`config.mk`:
```
export PLATFORM = sky130hd
export DESIGN_NAME = alu_seq
export DESIGN_NICKNAME = d
export VERILOG_FILES = /design/src/rtl/alu_seq.sv
export SDC_FILE = /design/constraint.sdc
export NUM_CORES = 1
export LEC_CHECK = 0
export CAP_MARGIN = 20
export CORE_MARGIN = 10
export CORE_UTILIZATION = 30
export DETAILED_ROUTE_END_ITERATION = 10
export RECOVER_POWER = 100
export SYNTH_ARGS = -nofsm -noshare
export SYNTH_HDL_FRONTEND = slang
export SYNTH_SLANG_ARGS = --single-unit
```
`constraint.sdc`:
```
create_clock -name clk -period 3.9 [get_ports clk]
set_input_delay 0.39 -clock clk [delete_from_list [all_inputs] [get_ports clk]]
set_output_delay 0.39 -clock clk [all_outputs]
set_load 0.005 [all_outputs]
```
`src/rtl/alu_seq.sv`:
```
// Sequential ALU: RV32I-style single-cycle ops plus iterative unsigned multiply/divide,
// with valid/ready handshakes on request and result.
module alu_seq #(
  parameter int D_WIDTH = 32
) (
  input  logic               clk,
  input  logic               rst,
  input  logic               in_valid,
  output logic               in_ready,
  input  logic [3:0]         op,
  input  logic [D_WIDTH-1:0] aluop1,
  input  logic [D_WIDTH-1:0] aluop2,
  output logic               out_valid,
  input  logic               out_ready,
  output logic [D_WIDTH-1:0] aluout,
  output logic               eq,
  output logic               busy
);

  localparam int SH_W = $clog2(D_WIDTH);

  localparam logic [3:0] OP_ADD   = 4'b0000;
  localparam logic [3:0] OP_SUB   = 4'b0001;
  localparam logic [3:0] OP_AND   = 4'b0010;
  localparam logic [3:0] OP_OR    = 4'b0011;
  localparam logic [3:0] OP_XOR   = 4'b0100;
  localparam logic [3:0] OP_SLT   = 4'b0101;
  localparam logic [3:0] OP_SLTU  = 4'b0110;
  localparam logic [3:0] OP_SLL   = 4'b0111;
  localparam logic [3:0] OP_SRL   = 4'b1000;
  localparam logic [3:0] OP_SRA   = 4'b1001;
  localparam logic [3:0] OP_MUL   = 4'b1010;
  localparam logic [3:0] OP_MULHU = 4'b1011;
  localparam logic [3:0] OP_DIVU  = 4'b1100;
  localparam logic [3:0] OP_REMU  = 4'b1101;

  typedef enum logic [1:0] {IDLE, MUL, DIV, DONE} state_t;

  state_t               state;
  logic [3:0]           op_q;
  logic [2*D_WIDTH-1:0] acc;
  logic [D_WIDTH-1:0]   opnd;
  logic [SH_W-1:0]      cnt;

  logic [D_WIDTH:0]     mul_sum;
  logic [2*D_WIDTH-1:0] mul_next;
  logic [D_WIDTH:0]     div_sh;
  logic [D_WIDTH:0]     div_diff;
  logic                 div_ge;
  logic [2*D_WIDTH-1:0] div_next;

  function automatic logic [D_WIDTH-1:0] alu_compute(
    input logic [3:0]         f_op,
    input logic [D_WIDTH-1:0] a,
    input logic [D_WIDTH-1:0] b
  );
    logic signed [D_WIDTH-1:0] sa;
    logic signed [D_WIDTH-1:0] sb;
    logic signed [D_WIDTH-1:0] sra_r;
    logic [SH_W-1:0]           sh;
    logic [D_WIDTH-1:0]        res;
    sa    = a;
    sb    = b;
    sh    = b[SH_W-1:0];
    sra_r = sa >>> sh;
    res   = '0;
    case (f_op)
      OP_ADD:  res = a + b;
      OP_SUB:  res = a - b;
      OP_AND:  res = a & b;
      OP_OR:   res = a | b;
      OP_XOR:  res = a ^ b;
      OP_SLT:  res = {{(D_WIDTH-1){1'b0}}, (sa < sb)};
      OP_SLTU: res = {{(D_WIDTH-1){1'b0}}, (a < b)};
      OP_SLL:  res = a << sh;
      OP_SRL:  res = a >> sh;
      OP_SRA:  res = sra_r;
      default: res = '0;
    endcase
    return res;
  endfunction

  // Iteration step: acc holds {partial product, multiplier} for MUL and {remainder, dividend} for DIV
  always_comb begin
    mul_sum  = {1'b0, acc[2*D_WIDTH-1:D_WIDTH]} + (acc[0] ? {1'b0, opnd} : {(D_WIDTH+1){1'b0}});
    mul_next = {mul_sum, acc[D_WIDTH-1:1]};
    div_sh   = {acc[2*D_WIDTH-1:D_WIDTH], acc[D_WIDTH-1]};
    div_ge   = (div_sh >= {1'b0, opnd});
    div_diff = div_ge ? (div_sh - {1'b0, opnd}) : div_sh;
    div_next = {div_diff[D_WIDTH-1:0], acc[D_WIDTH-2:0], div_ge};
  end

  always_ff @(posedge clk or posedge rst) begin
    if (rst) begin
      state     <= IDLE;
      in_ready  <= 1'b0;
      out_valid <= 1'b0;
      busy      <= 1'b0;
      aluout    <= '0;
      eq        <= 1'b0;
      op_q      <= '0;
      acc       <= '0;
      opnd      <= '0;
      cnt       <= '0;
    end else begin
      case (state)
        IDLE: begin
          if (in_valid && in_ready) begin
            op_q     <= op;
            eq       <= (aluop1 == aluop2);
            cnt      <= '0;
            in_ready <= 1'b0;
            if (op == OP_MUL || op == OP_MULHU) begin
              acc   <= {{D_WIDTH{1'b0}}, aluop2};
              opnd  <= aluop1;
              busy  <= 1'b1;
              state <= MUL;
            end else if ((op == OP_DIVU || op == OP_REMU) && aluop2 != '0) begin
              acc   <= {{D_WIDTH{1'b0}}, aluop1};
              opnd  <= aluop2;
              busy  <= 1'b1;
              state <= DIV;
            end else if (op == OP_DIVU || op == OP_REMU) begin
              // Divide by zero resolves immediately, RISC-V style
              aluout    <= (op == OP_DIVU) ? {D_WIDTH{1'b1}} : aluop1;
              out_valid <= 1'b1;
              state     <= DONE;
            end else begin
              aluout    <= alu_compute(op, aluop1, aluop2);
              out_valid <= 1'b1;
              state     <= DONE;
            end
          end else begin
            in_ready <= 1'b1;
          end
        end
        MUL: begin
          acc <= mul_next;
          cnt <= cnt + 1'b1;
          if (cnt == '1) begin
            aluout    <= (op_q == OP_MULHU) ? mul_next[2*D_WIDTH-1:D_WIDTH] : mul_next[D_WIDTH-1:0];
            busy      <= 1'b0;
            out_valid <= 1'b1;
            state     <= DONE;
          end
        end
        DIV: begin
          acc <= div_next;
          cnt <= cnt + 1'b1;
          if (cnt == '1) begin
            aluout    <= (op_q == OP_REMU) ? div_next[2*D_WIDTH-1:D_WIDTH] : div_next[D_WIDTH-1:0];
            busy      <= 1'b0;
            out_valid <= 1'b1;
            state     <= DONE;
          end
        end
        DONE: begin
          if (out_ready) begin
            out_valid <= 1'b0;
            in_ready  <= 1'b1;
            state     <= IDLE;
          end
        end
        default: state <= IDLE;
      endcase
    end
  end

endmodule

```
After elaboration in Yosys (flattened, before gate mapping)
Cells that the tools add are included.
- flip-flop bits (word level): 143
- input bits: 72
- output and inout bits: 36
- word-level logic and storage cells: 114
- add/subtract/negate cells: 5
- $lt $le $gt $ge: 3
- equality and inequality tests: 28
- shift operators: 3
- multiplexer cells: 41
- bitwise gates (word level): 3
- reductions and logical operators: 21
- operator list (kind ; count):
    32-bit 2-to-1 mux ; 13
    32-bit one-hot mux with 10 select lines ; 1
    64-bit 2-to-1 mux ; 3
    64-bit one-hot mux with 3 select lines ; 1
    32-bit one-hot mux with 3 select lines ; 1
    32-bit < comparator ; 2
    32-bit subtractor ; 2
    32-bit by 32-bit adder with 33-bit output ; 1
    33-bit by 32-bit greater-or-equal comparator with 1-bit output ; 1
    32-bit adder ; 1
    32-bit bitwise AND ; 1
    32-bit equality test ; 1
    4-bit equality test, second input constant ; 8
    32-bit OR ; 1
    32-bit nonzero test ; 1
    32-bit by 5-bit << shifter with 32-bit output ; 1
    32-bit by 5-bit >> shifter with 32-bit output ; 1
    32-bit by 5-bit >>> shifter with 32-bit output ; 1
    32-bit bitwise XOR ; 1
    4-bit by 3-bit equality test with 1-bit output, second input constant ; 4
    1-bit 2-to-1 mux ; 12
    2-bit != test, second input constant ; 6
    5-bit one-hot mux with 2 select lines ; 1
    3-bit AND reduction ; 3
    other kinds (24) ; 36

Depth between registers and ports, before layout
- word-level depth: 7
- depth in mapped cells: 16
- mapped depth without buffers: 13

Worst setup path after synthesis
OpenSTA, ideal clock, no wires.
- path kind: input to register
- start: input aluop2[3]
- end: register aluout[23]
- setup time: 134 ps
- data arrival time: 3895 ps
- data required time: 3766 ps
- slack: -129 ps
- stages on the path: 15
- path buffers: 5
- cell sequence: clkbuf_1 inv_1 buf_2 clkbuf_1 clkbuf_1 ha_1 buf_2 or4_4 a21oi_2 o2111ai_1 a21oi_2 nor2_1 a221o_1 a2111oi_0 nor3_1
- longest elaborated chain between the ends: 7
- elaborated cells on any way between the ends: 15
- those cells by class: add/sub (2); eq/ne (1); shift (3); mux (6); reduce/logical (3)
- RTL lines (what ; line ; text):
    start: declaration ; 12 ; input logic [D_WIDTH-1:0] aluop2,
    32-bit subtractor, or another cell as far along ; 69 ; OP_SUB: res = a - b;
    32-bit one-hot mux with 10 select lines ; 67 ; case (f_op)
    32-bit 2-to-1 mux ; 123 ; end else if (op == OP_DIVU || op == OP_REMU) begin
    32-bit 2-to-1 mux ; 118 ; end else if ((op == OP_DIVU || op == OP_REMU) && aluop2 != '0) begin
    32-bit 2-to-1 mux ; 113 ; if (op == OP_MUL || op == OP_MULHU) begin
    32-bit 2-to-1 mux ; 108 ; if (in_valid && in_ready) begin
    32-bit one-hot mux with 3 select lines ; 106 ; case (state)
    end signal: assignment ; 125 ; aluout <= (op == OP_DIVU) ? {D_WIDTH{1'b1}} : aluop1;
    end signal: assignment ; 129 ; aluout <= alu_compute(op, aluop1, aluop2);
    end signal: assignment ; 141 ; aluout <= (op_q == OP_MULHU) ? mul_next[2*D_WIDTH-1:D_WIDTH] : mul_next[D_WIDTH-1:0];
    end: declaration ; 15 ; output logic [D_WIDTH-1:0] aluout,
Parallel ways exist; a longest one is shown, timed or not. The select of a mux whose other input is x is not followed.
A chain may end at the register's enable or synchronous reset.

Worst setup path after layout
- start: register acc[31]
- end: register aluout[28]
- longest elaborated chain between the ends: 5
- elaborated cells on any way between the ends: 6
- those cells by class: add/sub (1); order compare (1); mux (4)
- RTL lines (what ; line ; text):
    start: declaration ; 41 ; logic [2*D_WIDTH-1:0] acc;
    start signal: assignment ; 114 ; acc <= {{D_WIDTH{1'b0}}, aluop2};
    start signal: assignment ; 119 ; acc <= {{D_WIDTH{1'b0}}, aluop1};
    start signal: assignment ; 138 ; acc <= mul_next;
    32-bit subtractor / 33-bit by 32-bit greater-or-equal comparator with 1-bit output (equally long branches) ; 89, 88 ;
    32-bit 2-to-1 mux (*) ; 89 ; div_diff = div_ge ? (div_sh - {1'b0, opnd}) : div_sh;
    32-bit 2-to-1 mux (*) ; 151 ; aluout <= (op_q == OP_REMU) ? div_next[2*D_WIDTH-1:D_WIDTH] : div_next[D_WIDTH-1:0];
    32-bit 2-to-1 mux (*) ; 150 ; if (cnt == '1) begin
    32-bit one-hot mux with 3 select lines (*) ; 106 ;
    end signal: assignment ; 125 ;
    end signal: assignment ; 129 ;
    end signal: assignment ; 151 ;
Mark *: on every way between the ends. The rest lies on a longest branch, timed or not. The select of a mux whose other input is x is not followed.

==> flow_summary.json <==
{
  "run_status": "complete, but fails checks",
  "violations": "max-capacitance violations, max-slew violations",
  "detail_route.first_pass.iterations": 6,
  "holdCritPathClass": "in -> reg",
  "netlist-cell-type-count": 98,
  "setup_viol_count_final": 0,
  "synth_compound_area_share_pct": 33.55,
  "synth_sequential_area_ratio_pct": 16.84,
  "nets": 3373,
  "h_tree_levels": 4,
  "cp_max_fo": 3,
  "first_iter_violations": 2679,
  "placement_rows": 97,
  "vias_in_the_first_global_route": 23266,
  "synth_nets": 3111,
  "syn_avg_cell_area_sq_um": 7.420,
  "setup.worst_path.end_class": "flop",
  "syn_area_sq_um": 21250,
  "final_core_util_pct": 37.07,
  "synth-simple-area-share_pct": 19.21,
  "avgRoutedWirePerCell_microns": 26.44,
  "global_route_wire_length_before_repair_mm": 157.7,
  "max_freq_ghz": 0.2637,
  "globalRoute.totalOverflow": 0,
  "pre_cts_slack_ns": -0.1320,
  "max-slew-margin-rel_pct": -16.81,
  "ys_flop_type": "dfrtp_1",
  "share_clk_of_total_power_pct": 10.1,
  "slew_violations": 129,
  "actual_slew_at_the_worst_max_slew_pin_ns": 1.752,
  "sw_frac_of_total_pct": 53.51,
  "combinational_share_of_power_pct": 71.7,
  "antenna_violations_before_repair": 3,
  "initial_core_util_pct": 30.29,
  "fin_crit_sh_pct": 97.22,
  "post_cts_resize_count": 0,
  "cts_post_setup_buffers_inserted": 0,
  "multi_input_area_sq_um": 16150,
  "routability_cong": 1.042,
  "worst_setup_hold_path_clk_slew_ns": 0.07,
  "critical_path_arrival_ns": 4.13,
  "io_pins": 108,
  "worstSetupStartpointType": "flop",
  "drv.max_cap_violation_count": 3,
  "grtUsageTotal_pct": 25.30,
  "ctsLongestPathBuffers": 2,
  "num_vias": 24699,
  "viasPerCell": 6.055,
  "internal_power_w": 0.008139,
  "pwr_per_cell_area_nw_per_um2": 673.1,
  "synthesis.instances": 2864,
  "tritoncts": "done",
  "dp_hpwl_mm": 86.67,
  "total_cts_buffers": 17,
  "place.port_buffers": 107,
  "yosys.area_share.xor_xnor_pct": 2.885,
  "final_hold_viol_count": 0,
  "synth.ff_latch_count": 143,
  "clock-sinks": 143,
  "p_leak_nw": 11.23,
  "grt_max_degree": 125,
  "max-vdd-ir-drop_mv": 0.6067,
  "cts_root_buf": "clkbuf_16",
  "synth.mux.area_fraction_pct": 9.685,
  "asyncSetResetFlopFracSynth_pct": 100.0,
  "p_seq_share_pct": 18.2,
  "skew_ns": 0.01301,
  "n_fill_cell": 7552,
  "area.sequential_sq_um": 3578,
  "power.switching_w": 0.009367,
  "dieArea_sq_um": 81880,
  "drt_drc_violations_left": 0,
  "yosys_warnings": 0,
  "post_route_cells_drive_above_1_share_pct": 16.16,
  "synth-edff-count": 0,
  "category_of_the_critical_setup_timing_path": "reg -> reg",
  "die-width_microns": 286.2,
  "final_period_minus_worst_setup_slack_ns": 3.792,
  "worst_ep_required_time_ns": 4.24,
  "clk-insertion-delay-late_ns": 0.46,
  "final_critical_path_setup_slack_ns": 0.1083,
  "die_height_microns": 286.2,
  "floorplan.core_area_sq_um": 70150,
  "synth_fa_ha_area_share_pct": 10.44,
  "cts-hold-fix-buffers": 0,
  "main_combinational_cell_family_by_area_after_synthesis": "compound AO/OA/AOI/OAI gates",
  "totalWireLength_mm": 107.9,
  "area_growth_pct": 22.38,
  "unrepaired_setup_endpoints_after_global_routing": "no",
  "detail_route_antenna_nets": 0
}
==> cells in the mapped netlist, drive strengths merged, types with 20 or more instances <==
master   instances  area [sq um]
nor2           314          1181
nand2          292          1096
a21oi          273          1374
o21ai          178         890.8
ha             171          2140
clkbuf         167         626.9
inv            158         593.1
dfrtp          143          3578
a211oi          81         613.1
a221oi          71         621.9
mux2i           65         650.6
buf             62         346.6
nor3            54         285.3
mux4            52          1171
nand3           52         260.3
and2            50         312.8
a21o            49         367.9
o211ai          47         357.8
o31ai           45         337.8
xnor2           39         341.6
a22oi           35         262.8
a31oi           31         193.9
xor2            31         271.5
nor4            28         187.7
o2111ai         28         245.2
mux2            21         236.5
nand4           21         137.6
o21bai          20         150.1
==> critical path, stage by stage (launching register included) <==
cell and delay [ns]:
dfrtp_1 0.41, inv_1 0.17, ha_1 0.21, inv_1 0.06, fa_1 0.41, a21oi_1 0.32, o221ai_1 0.24, a21oi_2 0.24
o31ai_1 0.19, a211oi_1 0.34, xor2_1 0.22, o21ai_1 0.14, a221oi_1 0.47, buf_4 0.22, a211oi_1 0.05
==> area by class of cell <==
cell class	count	share of cell area, %
Sequential cell	143	13.76
Clock inverter	14	0.6976
Timing Repair Buffer	472	15.00
Multi-Input combinational cell	2333	62.08
Inverter	159	2.300
Tap cell	940	4.522
Clock buffer	17	1.636
Antenna cell	1	0.009622
==> power groups by stage <==
stage	Sequential [W]	Combinational (W)	Clock, W
detailed placement	0.00319	0.0124	0
floorplan	0.00279	0.00745	0
global route	0.00327	0.0135	0.00183
global placement	0.00320	0.0124	0
CTS	0.00317	0.0125	0.00179
finish	0.00319	0.0126	0.00176
==> registers in the layout, indices dropped and copies added (netlist names) <==
register / cells
in_ready: 1
op_q: 4
state: 2
out_valid: 1
acc: 64
cnt: 5
busy: 1
opnd: 32
eq: 1
aluout: 32
==> worst paths after layout <==
check	start	endpoint	slack [ns]	depth (start not counted)
min reg2reg	aluout[3]$_DFFE_PP0P_	aluout[3]$_DFFE_PP0P_	0.48	2
max reg2reg	acc[31]$_DFFE_PP0P_	aluout[28]$_DFFE_PP0P_	0.11	14
max	acc[31]$_DFFE_PP0P_	aluout[28]$_DFFE_PP0P_	0.11	14
min in group asynchronous	rst	opnd[8]$_DFFE_PP0P_	0.78	2
max in group asynchronous	rst	acc[11]$_DFFE_PP0P_	0.73	3
min	aluop2[0]	opnd[0]$_DFFE_PP0P_	0.42	3
==> per-layer routing <==
layer,part of all wire [%],GRT usage [%]
met5,0.012,0
met1,43,34.22
met3,7.5,3.082
met2,45,39.82
met4,4.8,11.42
==> kinds of logic (layout without fill, tap and decap cells) <==
group	count (synthesis)	after routing
other	0	1
XOR/XNOR	70	70
AO/OA/AOI/OAI	1049	1049
buffers and inverters	388	662
AND/OR/NAND/NOR	901	901
multiplexers	138	138
flip-flops	143	143
adder cells (fa/ha/maj)	175	175
==> cells in the final DEF, fill, tap and decap left out, drive strengths merged, types with 21 or more instances in the layout <==
cell / netlist / routed
and2: 50 / 50
nand3: 52 / 52
nor4: 28 / 28
a21oi: 273 / 273
ha: 171 / 171
a211oi: 81 / 81
xor2: 31 / 31
mux4: 52 / 52
xnor2: 39 / 39
clkdlybuf4s50: 0 / 62
mux2: 21 / 21
a221oi: 71 / 71
nor3: 54 / 54
a21o: 49 / 49
nand4: 21 / 21
o211ai: 47 / 47
o21ai: 178 / 178
o2111ai: 28 / 28
nor2: 314 / 314
dlygate4sd3: 0 / 40
a31oi: 31 / 31
dfrtp: 143 / 143
a22oi: 35 / 35
inv: 158 / 162
mux2i: 65 / 65
nand2: 292 / 292
clkbuf: 167 / 35
o31ai: 45 / 45
buf: 62 / 351
==> stage by stage <==
stage	cell area, sq um	hold WS [ns]	total power [W]	TNS [ns]	instances
floorplan	21260	0.4453	0.01024	0	2864
global placement	25500	0.4611	0.01557	-0.3261	4046
detailed placement	25510	0.4670	0.01561	-0.3084	4047
CTS	26110	0.4126	0.01746	0	4078
global route	26000	0.4577	0.01862	0	4078
finish	26010	0.4245	0.01751	0	4079
No activity file was read; power rests on OpenSTA's default activity.
